## config.mk

```make
export PLATFORM = sky130hd
export DESIGN_NAME = timer_core
export DESIGN_NICKNAME = d
export VERILOG_FILES = /design/src/rtl/timer_core.sv
export SDC_FILE = /design/constraint.sdc
export NUM_CORES = 1
export LEC_CHECK = 0
export ABC_AREA = 1
export BUFFER_PORTS_ARGS = -buffer_cell sky130_fd_sc_hd__buf_2
export CAP_MARGIN = 20
export CORE_UTILIZATION = 55
export CTS_BUF_LIST = sky130_fd_sc_hd__clkbuf_4
export CTS_CLUSTER_DIAMETER = 150
export DETAILED_ROUTE_END_ITERATION = 6
export PLACE_DENSITY_LB_ADDON = 0.15
export SYNTH_ARGS = -nofsm -noshare
export SYNTH_HDL_FRONTEND = slang
export SYNTH_SLANG_ARGS = --single-unit
```

## constraint.sdc

```tcl
create_clock -name clk -period 2.3 [get_ports clk]
set_input_delay 0.46 -clock clk [delete_from_list [all_inputs] [get_ports clk]]
set_output_delay 0.46 -clock clk [all_outputs]
set_load 0.02 [all_outputs]
```

## src/rtl/timer_core.sv

```systemverilog
// Purpose: mm:ss BCD countdown timer with start/pause and clear buttons, 1 s tick from a prescaler.
// Latency: a button press acts 2 edges after it is first sampled (1 edge with the synchroniser bypassed).
// Backpressure: none; each button press yields one single-cycle pulse that is consumed on the same edge.
module timer_core #(
   parameter int TICK_DIV = 50000000,
   parameter bit SYNC_EN  = 1'b1
) (
   input  logic       clk,
   input  logic       reset,
   input  logic       btn_start,
   input  logic       btn_clear,
   input  logic [3:0] preset_mDecimal,
   input  logic [3:0] preset_mUnit,
   input  logic [3:0] preset_sDecimal,
   input  logic [3:0] preset_sUnit,
   output logic [3:0] mDecimal,
   output logic [3:0] mUnit,
   output logic [3:0] sDecimal,
   output logic [3:0] sUnit,
   output logic [2:0] actualState,
   output logic       alarm
);

   localparam int PW = (TICK_DIV > 1) ? $clog2(TICK_DIV) : 1;

   typedef enum logic [2:0] {
      IDLE   = 3'd0,
      RUN    = 3'd1,
      PAUSED = 3'd2,
      DONE   = 3'd3
   } state_t;

   state_t        state;
   state_t        state_nxt;

   logic [1:0]    start_sync;
   logic [1:0]    clear_sync;
   logic          start_lvl;
   logic          clear_lvl;
   logic          start_prev;
   logic          clear_prev;
   logic [2:0]    warm;
   logic          edge_arm;
   logic          start_pls;
   logic          clear_pls;

   logic [PW-1:0] presc;
   logic          tick;

   logic [3:0]    pre_md;
   logic [3:0]    pre_mu;
   logic [3:0]    pre_sd;
   logic [3:0]    pre_su;
   logic          preset_nz;

   logic [3:0]    dec_md;
   logic [3:0]    dec_mu;
   logic [3:0]    dec_sd;
   logic [3:0]    dec_su;
   logic          dec_zero;

   function automatic logic [3:0] clamp_max(input logic [3:0] d, input logic [3:0] lim);
      return (d > lim) ? lim : d;
   endfunction

   // Button synchronisers: two flops in series; the bypass taps after the first flop.
   always_ff @(posedge clk or negedge reset) begin
      if (!reset) begin
         start_sync <= 2'b00;
         clear_sync <= 2'b00;
      end else begin
         start_sync <= {start_sync[0], btn_start};
         clear_sync <= {clear_sync[0], btn_clear};
      end
   end

   assign start_lvl = SYNC_EN ? start_sync[1] : start_sync[0];
   assign clear_lvl = SYNC_EN ? clear_sync[1] : clear_sync[0];

   // Edge-detect history plus a warm-up chain: no pulse until the history holds a real sample,
   // so a button held through reset release is seen as already pressed.
   always_ff @(posedge clk or negedge reset) begin
      if (!reset) begin
         start_prev <= 1'b0;
         clear_prev <= 1'b0;
         warm       <= 3'b000;
      end else begin
         start_prev <= start_lvl;
         clear_prev <= clear_lvl;
         warm       <= {warm[1:0], 1'b1};
      end
   end

   assign edge_arm  = SYNC_EN ? warm[2] : warm[1];
   assign start_pls = edge_arm & start_lvl & ~start_prev;
   assign clear_pls = edge_arm & clear_lvl & ~clear_prev;

   // Clamp the preset into legal BCD ranges.
   always_comb begin
      pre_md    = clamp_max(preset_mDecimal, 4'd9);
      pre_mu    = clamp_max(preset_mUnit,    4'd9);
      pre_sd    = clamp_max(preset_sDecimal, 4'd5);
      pre_su    = clamp_max(preset_sUnit,    4'd9);
      preset_nz = ({pre_md, pre_mu, pre_sd, pre_su} != 16'h0000);
   end

   assign tick = (state == RUN) && (presc == PW'(TICK_DIV - 1));

   // One-second BCD decrement with borrow ripple; 00:00 stays 00:00.
   always_comb begin
      dec_md = mDecimal;
      dec_mu = mUnit;
      dec_sd = sDecimal;
      dec_su = sUnit;
      if (sUnit != 4'd0) begin
         dec_su = sUnit - 4'd1;
      end else if ({mDecimal, mUnit, sDecimal} != 12'h000) begin
         dec_su = 4'd9;
         if (sDecimal != 4'd0) begin
            dec_sd = sDecimal - 4'd1;
         end else begin
            dec_sd = 4'd5;
            if (mUnit != 4'd0) begin
               dec_mu = mUnit - 4'd1;
            end else begin
               dec_mu = 4'd9;
               dec_md = mDecimal - 4'd1;
            end
         end
      end
      dec_zero = ({dec_md, dec_mu, dec_sd, dec_su} == 16'h0000);
   end

   // State register.
   always_ff @(posedge clk or negedge reset) begin
      if (!reset) begin
         state <= IDLE;
      end else begin
         state <= state_nxt;
      end
   end

   // Next-state logic: clear wins over everything, expiry wins over pause.
   always_comb begin
      state_nxt = state;
      if (clear_pls) begin
         state_nxt = IDLE;
      end else begin
         case (state)
            IDLE: begin
               if (start_pls) begin
                  state_nxt = preset_nz ? RUN : DONE;
               end
            end
            RUN: begin
               if (tick && dec_zero) begin
                  state_nxt = DONE;
               end else if (start_pls) begin
                  state_nxt = PAUSED;
               end
            end
            PAUSED: begin
               if (start_pls) begin
                  state_nxt = RUN;
               end
            end
            DONE: begin
               state_nxt = DONE;
            end
            default: begin
               state_nxt = IDLE;
            end
         endcase
      end
   end

   // Prescaler: counts only while running, holds through a pause, zero when idle or expired.
   always_ff @(posedge clk or negedge reset) begin
      if (!reset) begin
         presc <= '0;
      end else if (state_nxt == IDLE || state_nxt == DONE) begin
         presc <= '0;
      end else if (state == RUN) begin
         presc <= tick ? '0 : presc + 1'b1;
      end
   end

   // Digit registers: reload the preset when idle or cleared, decrement on tick, else hold.
   always_ff @(posedge clk or negedge reset) begin
      if (!reset) begin
         mDecimal <= 4'd0;
         mUnit    <= 4'd0;
         sDecimal <= 4'd0;
         sUnit    <= 4'd0;
      end else if (clear_pls) begin
         mDecimal <= pre_md;
         mUnit    <= pre_mu;
         sDecimal <= pre_sd;
         sUnit    <= pre_su;
      end else begin
         case (state)
            RUN: begin
               if (tick) begin
                  mDecimal <= dec_md;
                  mUnit    <= dec_mu;
                  sDecimal <= dec_sd;
                  sUnit    <= dec_su;
               end
            end
            PAUSED, DONE: begin
               mDecimal <= mDecimal;
               mUnit    <= mUnit;
               sDecimal <= sDecimal;
               sUnit    <= sUnit;
            end
            default: begin
               mDecimal <= pre_md;
               mUnit    <= pre_mu;
               sDecimal <= pre_sd;
               sUnit    <= pre_su;
            end
         endcase
      end
   end

   // Alarm tracks the DONE state on the same edge the state register updates.
   always_ff @(posedge clk or negedge reset) begin
      if (!reset) begin
         alarm <= 1'b0;
      end else begin
         alarm <= (state_nxt == DONE);
      end
   end

   assign actualState = state;

endmodule
```

==> reports/metrics.csv, run 1 <==
metric;value;unit
outcome;finished with violations;
violations;negative setup slack;
grt_max_degree;29;
grt_usage;30.0;%
dieArea;6800;µm²
yosysSeqAreaShare;38.7;%
std_cell_rows;28;
place_congestion;0.920;
start_kind;register;
busiest_layer;met2;
die_x;82.5;µm
power.density;566;nW/µm²
slew_headroom;56.1;%
core_region_area;6100;µm²
drv_cap;0;
yosysWarningCount;0;
leakagePower;2.16;nW
met2_usage;45.7;%
fmax;0.419;GHz
setup_viol;26;
synth_area;3560;µm²
post-dp-hpwl;6830;µm
clockBufferDepth;2;
synth_area_leader_cell;dfrtp_1;
placed_cell_area;4070;µm²
synth_seq_cells;55;
netlist_instances;490;
max-vdd-ir-drop;563;µV
htreeDepth;2;
grt_first_pass_wirelength;15200;µm
critPathMaxFanout;10;
grt_pass1_vias;3229;
worstPathArrival;2670;ps
syn-num-nets;514;
met1_usage;44.4;%
initial_utilization;58.4;%
drt-pass1-iter-count;5;
slew_violations;0;
clock_latency;390;ps
ios;40;
cts_tree;built;
post_drt_via_cell_ratio;5.67;
syn2layout_area_growth;21.7;%
final_hold_viol_count;0;
synthDistinctLibCells;40;
dr.first_iter.drc_count;283;
ant_nets;0;
cp-end-kind;register;
design_area;4330;µm²
grt_overflow;0;
diodes;0;
fin_skew;22.5;ps
finalSetupTns;-1510;ps
n_fill_cell;500;
rsz0062_at_grt;yes;
synth-edff-count;0;
power;2.45;mW
synthArstFlopShare;100;%
netlist.area_leader.share;38.7;%
fin_crit_sh;104;%
worstMarginPinSlew;659;ps
drive_above_1_share;25.2;%
final_util;71.0;%
vias;3648;
ys.flop_type;dfrtp_1;
clkTransAtPathRegs;170;ps
root_buffer;clkbuf_4;
post-route-min-period;2390;ps
port_buffers;39;
synth.area.top_cells;dfrtp_1, nand2_1, inv_1, nor2_1, nand3_1;
yosys-top-cells-count;nand2_1, dfrtp_1, inv_1;
yosysMostFrequentCell;nand2_1;
routed_wl;9620;µm
avgSynthCellArea;7.26;µm²
wire_per_inst;15.0;µm
drc;0;
cts_made_buffers;5;
use_met3;3.74;%
criticalPathCategory;register to register;
fin_ws;-88.5;ps
cts_sinks;55;
die_y;82.5;µm
nets;591;
required;2580;ps
grt_antenna_before_repair;0;
hold_class;primary input to asynchronous set/reset pin;
power breakdown:
group          internal, mW  switching (mW)  total, mW
Clock                 0.233           0.330      0.563
Combinational         0.301           0.517      0.817
Sequential             1.02          0.0490       1.07
Total                  1.56           0.895       2.45
layout by cell type, fill, tap and decap left out, drive strengths merged, types with 3 or more instances in the layout:
master | synthesis | final
nand2 | 134 | 136
buf | 7 | 79
inv | 57 | 58
nor2 | 58 | 58
dfrtp | 55 | 55
nand3 | 37 | 37
o21ai | 33 | 33
nand4 | 28 | 28
nor3 | 14 | 14
xor2 | 12 | 12
or2 | 10 | 10
a21oi | 10 | 10
nor4 | 7 | 7
a31oi | 6 | 6
clkbuf | 3 | 5
ha | 4 | 4
o211ai | 3 | 3
through the flow:
step           setup slack (ps)  hold WS, ps  cells
2_1_floorplan              21.2          164    490
4_1_cts                   -43.6         94.7    642
6_report                  -88.5         69.3    643
3_5_place_dp               -175          338    627
3_3_place_gp              -74.7          336    627
5_1_grt                    -309          127    643
cell families after synthesis:
logic type,after synthesis,synth area share (%)
buffers and inverters,68,8.40
other,2,0.211
and+or+nand+nor,290,39.0
AOI/OAI and AO/OA,57,8.86
DFF,55,38.7
adders and majority gates,4,1.41
xor gates and xnor gates,14,3.44
timing repair:
item	4_1_cts	5_1_grt
resized for setup	14	11
endpoints found under the setup margin	27	40
hold buffers	0	0
gates cloned	3	0
pin swaps	3	8
setup buffers	4	1
path summary, 6_finish.rpt:
kind | slack, ps | start | endpoint | cells after the start
worst max-delay path | -90 | sDecimal[3]$_DFFE_PN0P_ | presc[25]$_DFFE_PN0P_ | 17
worst min-delay path | 70 | reset | mDecimal[1]$_DFFE_PN0P_ | 1
worst max register to register | -90 | sDecimal[3]$_DFFE_PN0P_ | presc[25]$_DFFE_PN0P_ | 17
worst min register to register | 370 | start_sync[0]$_DFF_PN0_ | start_sync[1]$_DFF_PN0_ | 0
max in group asynchronous | 1660 | reset | presc[20]$_DFFE_PN0P_ | 2
min in group clk | 180 | btn_start | start_sync[0]$_DFF_PN0_ | 1
worst max-delay path, cell delays in order (launching register included):
cell and delay [ps]:
dfrtp_1 460, nor2_4 160, nand2_4 110, nor2_8 210
nand2_4 90, nand2_2 110, nand2_1 70, nor2_1 100
nand3_1 110, nor2_1 90, nand2_1 70, nand2_1 60
nand2_1 60, nand2_2 120, nand3_4 120, buf_12 180
nand2_8 90, nor3_1 50
metal layers:
metal | vias to the layer above | share of wire, %
li1 | 1780 | -
met1 | 1687 | 47
met2 | 168 | 45
met3 | 13 | 7.4
met4 | 0 | 1.3
met5 | - | 0
registers in the layout (all words and copies together), names as in the netlist:
| signal | count |
|---|---|
| sUnit | 4 |
| mUnit | 4 |
| actualState | 3 |
| presc | 26 |
| clear_prev | 1 |
| clear_sync | 2 |
| mDecimal | 4 |
| warm | 3 |
| start_prev | 1 |
| sDecimal | 4 |
| start_sync | 2 |
| alarm | 1 |
final cells by class:
cell class / instances / area [µm²] / area share (%)
Timing Repair Buffer: 79 / 557 / 12.9
Clock inverter: 3 / 46.3 / 1.07
Clock buffer: 5 / 37.5 / 0.867
Multi-Input combinational cell: 369 / 2000 / 46.3
Tap cell: 75 / 93.8 / 2.17
Sequential cell: 55 / 1380 / 31.8
Inverter: 57 / 214 / 4.94
No activity file was read; power rests on OpenSTA's default activity.
==> run 2: changes to the inputs <==
--- a/config.mk
+++ b/config.mk
@@ -8,7 +8,7 @@
 export ABC_AREA = 1
 export BUFFER_PORTS_ARGS = -buffer_cell sky130_fd_sc_hd__buf_2
 export CAP_MARGIN = 20
-export CORE_UTILIZATION = 55
+export CORE_UTILIZATION = 61
 export CTS_BUF_LIST = sky130_fd_sc_hd__clkbuf_4
 export CTS_CLUSTER_DIAMETER = 150
 export DETAILED_ROUTE_END_ITERATION = 6
==> constraint.sdc (replaced) <==
create_clock -name clk -period 2.5 [get_ports clk]
set_input_delay 0.5 -clock clk [delete_from_list [all_inputs] [get_ports clk]]
set_output_delay 0.5 -clock clk [all_outputs]
set_load 0.02 [all_outputs]
==> run 2 against run 1 <==
The flow still finishes with violations (negative setup slack). Maximum frequency down 4.8%. Combinational power is 4.9% lower. Worst hold slack improved by 66 ps. Flip-flop and latch count unchanged. Die area decreased by 9.6%. Core utilization increased by 6.8 points. Cell area is 0.23% higher. First-iteration DRC count rose by 43%. Routed wire length up 1.2%. Sequential power fell by 7%. Largest power group unchanged.
==> reports/metrics.csv, run 2 (same netlist as run 1, synthesis figures left out) <==
metric;value;unit
outcome;finished with violations;
violations;negative setup slack;
cts_made_buffers;5;
dr.first_iter.drc_count;405;
cts_tree;built;
rsz0062_at_grt;yes;
grt_antenna_before_repair;0;
cp-end-kind;register;
placed_cell_area;3900;µm²
critPathMaxFanout;6;
finalSetupTns;-8.98;ps
clockBufferDepth;2;
rr_startpoint;mDecimal[0]$_DFFE_PN0P_;
fin_ws;-8.98;ps
ant_nets;0;
final_util;77.9;%
wire_per_inst;15.4;µm
startpoint;mDecimal[0]$_DFFE_PN0P_;
max-vdd-ir-drop;368;µV
diodes;0;
power.density;519;nW/µm²
fin_crit_sh;100;%
r2r-end;presc[5]$_DFFE_PN0P_;
core_region_area;5570;µm²
rrSetupSlack;-9;ps
drt-pass1-iter-count;5;
grt_overflow;0;
design_area;4340;µm²
htreeDepth;2;
fin_skew;22.7;ps
post-route-min-period;2510;ps
std_cell_rows;27;
routed_wl;9730;µm
post-dp-hpwl;6580;µm
nets;583;
die_y;78.4;µm
dieArea;6140;µm²
regMostFlops;presc;
grt_max_degree;33;
place_congestion;0.908;
clkTransAtPathRegs;160;ps
setup_viol;1;
drc;0;
fmax;0.399;GHz
required;2780;ps
drv_cap;0;
largest_reg_flops;26;
final_cell_count_no_fill;631;
cpMostUsedCell;nand2_1;
final_hold_viol_count;0;
clock_latency;380;ps
start_kind;register;
slew_violations;0;
slew_headroom;54.0;%
post_drt_via_cell_ratio;5.90;
drive_above_1_share;26.5;%
place_inst;609;
die_x;78.4;µm
ios;40;
grt_first_pass_wirelength;15200;µm
mostFrequentLayoutCells;nand2_1, dfrtp_1, inv_1, nor2_1, buf_2;
grt_pass1_vias;3420;
initial_utilization;63.9;%
vias;3720;
hold_class;primary input to asynchronous set/reset pin;
slowest_delay;450;ps
port_buffers;39;
worstMarginPinSlew;690;ps
worstPathArrival;2790;ps
power;2.25;mW
path_buf_inv;3;
r2r_cells;20;
crit_chain;inv_2 -> ha_1 -> nand3_2 -> nand2_2 -> inv_2 -> nand2_2 -> nand2_1 -> nand2_2 -> nand2_1 -> nor2_1 -> nand2_1 -> nor2_2 -> nand2_1 -> nand2_1 -> nand2_2 -> nand2_4 -> nand3_4 -> clkbuf_16 -> nand4_1 -> nand2_1;
layout_commonest_cell;nand2_1;
postCtsHoldBufs;0;
leakagePower;2.13;nW
root_buffer;clkbuf_4;
crit_family;simple AND/OR/NAND/NOR gates;
crit_slowest_cell;dfrtp_1;
syn2layout_area_growth;21.9;%
criticalPathCategory;register to register;
grt_usage;31.6;%
cts_sinks;55;
[run 2: cell types whose count changed in the layout (fill, tap and decap cells not counted), moves of 2 or more]
cell | previous run | this run
buf_8 | 0 | 2
nand2_2 | 8 | 11
nor2_1 | 49 | 47
nand3_2 | 3 | 5
nand2_8 | 2 | 5
buf_4 | 35 | 27
buf_12 | 3 | 0
nor2_2 | 4 | 6
nand3_1 | 33 | 30
nand2_1 | 118 | 113
[run 2: how the worst max path moves through the flow]
stage,end,cells past startpoint
6_report,presc[5]$_DFFE_PN0P_,20
5_1_grt,presc[5]$_DFFE_PN0P_,20
4_1_cts,presc[25]$_DFFE_PN0P_,20
3_5_place_dp,presc[25]$_DFFE_PN0P_,20
3_3_place_gp,presc[25]$_DFFE_PN0P_,18
2_1_floorplan,presc[25]$_DFFE_PN0P_,20
[run 2: power by group]
group / internal, mW / total [mW] / switching (mW) / leakage (nW)
logic: 0.277 / 0.777 / 0.500 / 1.38
registers: 0.942 / 0.998 / 0.0555 / 0.711
clock network: 0.217 / 0.480 / 0.263 / 0.0417
total: 1.44 / 2.25 / 0.818 / 2.13
[run 2: layout make-up]
cell class              instances  area (µm²)
multi-input cells             369        2110
flip-flops and latches         55        1380
fillers                       428        1230
repair buffers                 71         475
inverters                      57         214
well taps                      72        90.1
clock buffers                   6        45.0
clock inverters                 1        30.0
[run 2: stage by stage]
step,hold slack [ps],worst slack [ps]
6_report,135,-8.98
5_1_grt,194,-157
4_1_cts,161,4.38
3_5_place_dp,338,-12.6
3_3_place_gp,344,116
2_1_floorplan,204,149
[run 2: metal layers]
layer | global-route usage, % | wire [µm] | vias to the layer above
met5 | 0 | 0 | -
met4 | 9.81 | 204 | 0
met3 | 5.47 | 641 | 26
met2 | 49.6 | 4560 | 163
met1 | 44.6 | 4330 | 1771
li1 | - | - | 1760
[run 2: repair_timing]
item,CTS,global route
endpoints found under the setup margin,1,27
cloned,1,2
resized for setup,3,53
setup buffers,0,13
hold endpoints to repair,0,0
pin swaps,1,32
==> run 3: changes to the inputs <==
--- a/config.mk
+++ b/config.mk
@@ -12,6 +12,7 @@
 export CTS_BUF_LIST = sky130_fd_sc_hd__clkbuf_4
 export CTS_CLUSTER_DIAMETER = 150
 export DETAILED_ROUTE_END_ITERATION = 6
+export MAX_ROUTING_LAYER = met4
 export PLACE_DENSITY_LB_ADDON = 0.15
 export SYNTH_ARGS = -nofsm -noshare
 export SYNTH_HDL_FRONTEND = slang
==> run 3 against run 2 <==
The flow now finishes without violations. Maximum frequency rose by 2.3%. First-iteration DRC count down 16%. Critical path depth down 3. Global-route usage is 0.43 points higher. Largest power group unchanged. Sequential power barely moved. Die area stayed put. Worst hold slack worse by 62 ps. Core utilization down 3.3 points. Sequential share of layout area grew 1.3 points. Flip-flop and latch count stayed put. Cell area is 4.2% lower.
==> reports/metrics.csv, run 3 (same netlist as run 1, synthesis figures left out) <==
metric;value;unit
cpMostUsedCell;nand2_1;
vias;3632;
cts_sinks;55;
design_area;4160;µm²
fin_ws;47.9;ps
place_congestion;0.973;
ios;40;
max-vdd-ir-drop;337;µV
power.density;511;nW/µm²
largest_reg_flops;26;
grt_first_pass_wirelength;15100;µm
fin_crit_sh;98.1;%
root_buffer;clkbuf_4;
postCtsHoldBufs;0;
drt-pass1-iter-count;5;
place_inst;608;
crit_slowest_cell;dfrtp_1;
start_kind;register;
htreeDepth;2;
whs;73.5;ps
slowest_delay;460;ps
drive_above_1_share;23.4;%
port_buffers;39;
clkTransAtPathRegs;170;ps
fin_skew;21.8;ps
clock_latency;390;ps
rsz0062_at_grt;yes;
nets;579;
post-dp-hpwl;6700;µm
dr.first_iter.drc_count;342;
criticalPathCategory;register to register;
post_drt_via_cell_ratio;5.78;
grt_usage;32.0;%
regMostFlops;presc;
post-route-min-period;2450;ps
outcome;finished, final reports clean;
r2r-end;presc[25]$_DFFE_PN0P_;
critPathMaxFanout;9;
die_y;78.4;µm
slew_violations;0;
clockBufferDepth;2;
cts_made_buffers;5;
r2r_cells;17;
post-place-ws;-4.57;ps
drc;0;
dieArea;6140;µm²
worstMarginPinSlew;575;ps
final_hold_viol_count;0;
rr_startpoint;sDecimal[0]$_DFFE_PN0P_;
diodes;0;
wire_per_inst;14.6;µm
routed_wl;9200;µm
mostFrequentLayoutCells;nand2_1, dfrtp_1, inv_1, nor2_1, buf_2;
cts_tree;built;
grt_overflow;0;
die_x;78.4;µm
leakagePower;2.07;nW
grt_max_degree;32;
slew_headroom;61.7;%
std_cell_rows;27;
hold_class;primary input to asynchronous set/reset pin;
grt_pass1_vias;3303;
ant_nets;0;
initial_utilization;63.9;%
layout_commonest_cell;nand2_1;
n_fill_cell;434;
final_cell_count_no_fill;628;
drv_cap;0;
grt_antenna_before_repair;0;
syn2layout_area_growth;16.8;%
required;2770;ps
fmax;0.408;GHz
core_region_area;5570;µm²
crit_chain;nor2_4 -> nand2_4 -> nor2_8 -> nand2_4 -> nand2_2 -> nand2_1 -> nor2_1 -> nand3_1 -> nor2_1 -> nand2_1 -> nand2_1 -> nand2_1 -> nand2_2 -> nand3_2 -> buf_6 -> nand2_4 -> nor3_1;
rrSetupSlack;50;ps
cp-end-kind;register;
worstPathArrival;2720;ps
power;2.13;mW
setup_viol;0;
placed_cell_area;3910;µm²
==> run 3: cell count changes in the layout (fill, tap and decap cells not counted), sizes merged <==
cell    previous run  this run
inv               57        58
buf               70        68
nand2            136       135
clkbuf             7         5
clkinv             0         2
bufinv             1         0
==> run 3: critical path, delay by kind of cell (launching register included) <==
kind	cells	cell delay, ps
flops	1	460
simple gates	16	1700
buf+inv	1	170
==> run 3: metrics by stage <==
stage / utilization [%] / setup TNS [ps]
after floorplan: - / 0
after global placement: 70.1 / 0
after detailed placement: 70.1 / -4.57
after CTS: 72.7 / 0
after global routing: 74.6 / -4000
final: 74.6 / 0
==> run 3: what timing repair did <==
action,CTS,global route
setup buffers,5,6
pin swaps,2,11
endpoints found under the setup margin,14,27
gates resized for setup,10,21
cloned,1,0
==> run 3: routing by layer <==
layer	GRT usage, %	share of wire [%]
met1	45.0	46
met2	49.0	46
met3	4.30	6.1
met4	8.33	1.4
met5	-	0
==> run 3: final cells by class <==
| class | count | area (µm²) | area share (%) |
|---|---|---|---|
| clock buffers | 5 | 37.5 | 0.903 |
| inverters | 57 | 214 | 5.14 |
| well taps | 72 | 90.1 | 2.17 |
| clock inverters | 3 | 18.8 | 0.451 |
| multi-input cells | 368 | 1970 | 47.4 |
| flip-flops and latches | 55 | 1380 | 33.1 |
| repair buffers | 68 | 448 | 10.8 |
==> run 3: worst max path at each step <==
stage / start / endpoint / slack, ps / cells past startpoint
finish: sDecimal[0]$_DFFE_PN0P_ / presc[25]$_DFFE_PN0P_ / 50 / 17
global route: presc[1]$_DFFE_PN0P_ / presc[14]$_DFFE_PN0P_ / -180 / 18
CTS: sUnit[1]$_DFFE_PN0P_ / presc[25]$_DFFE_PN0P_ / 20 / 20
detailed placement: sUnit[1]$_DFFE_PN0P_ / presc[3]$_DFFE_PN0P_ / -5 / 20
global placement: sUnit[0]$_DFFE_PN0P_ / presc[3]$_DFFE_PN0P_ / 130 / 18
floorplan: sUnit[0]$_DFFE_PN0P_ / presc[25]$_DFFE_PN0P_ / 150 / 20
==> run 3: report_power, final <==
group          leakage (nW)  internal, mW  switching (mW)
clock network        0.0354         0.111           0.286
registers             0.712         0.941          0.0571
logic                  1.32         0.264           0.466
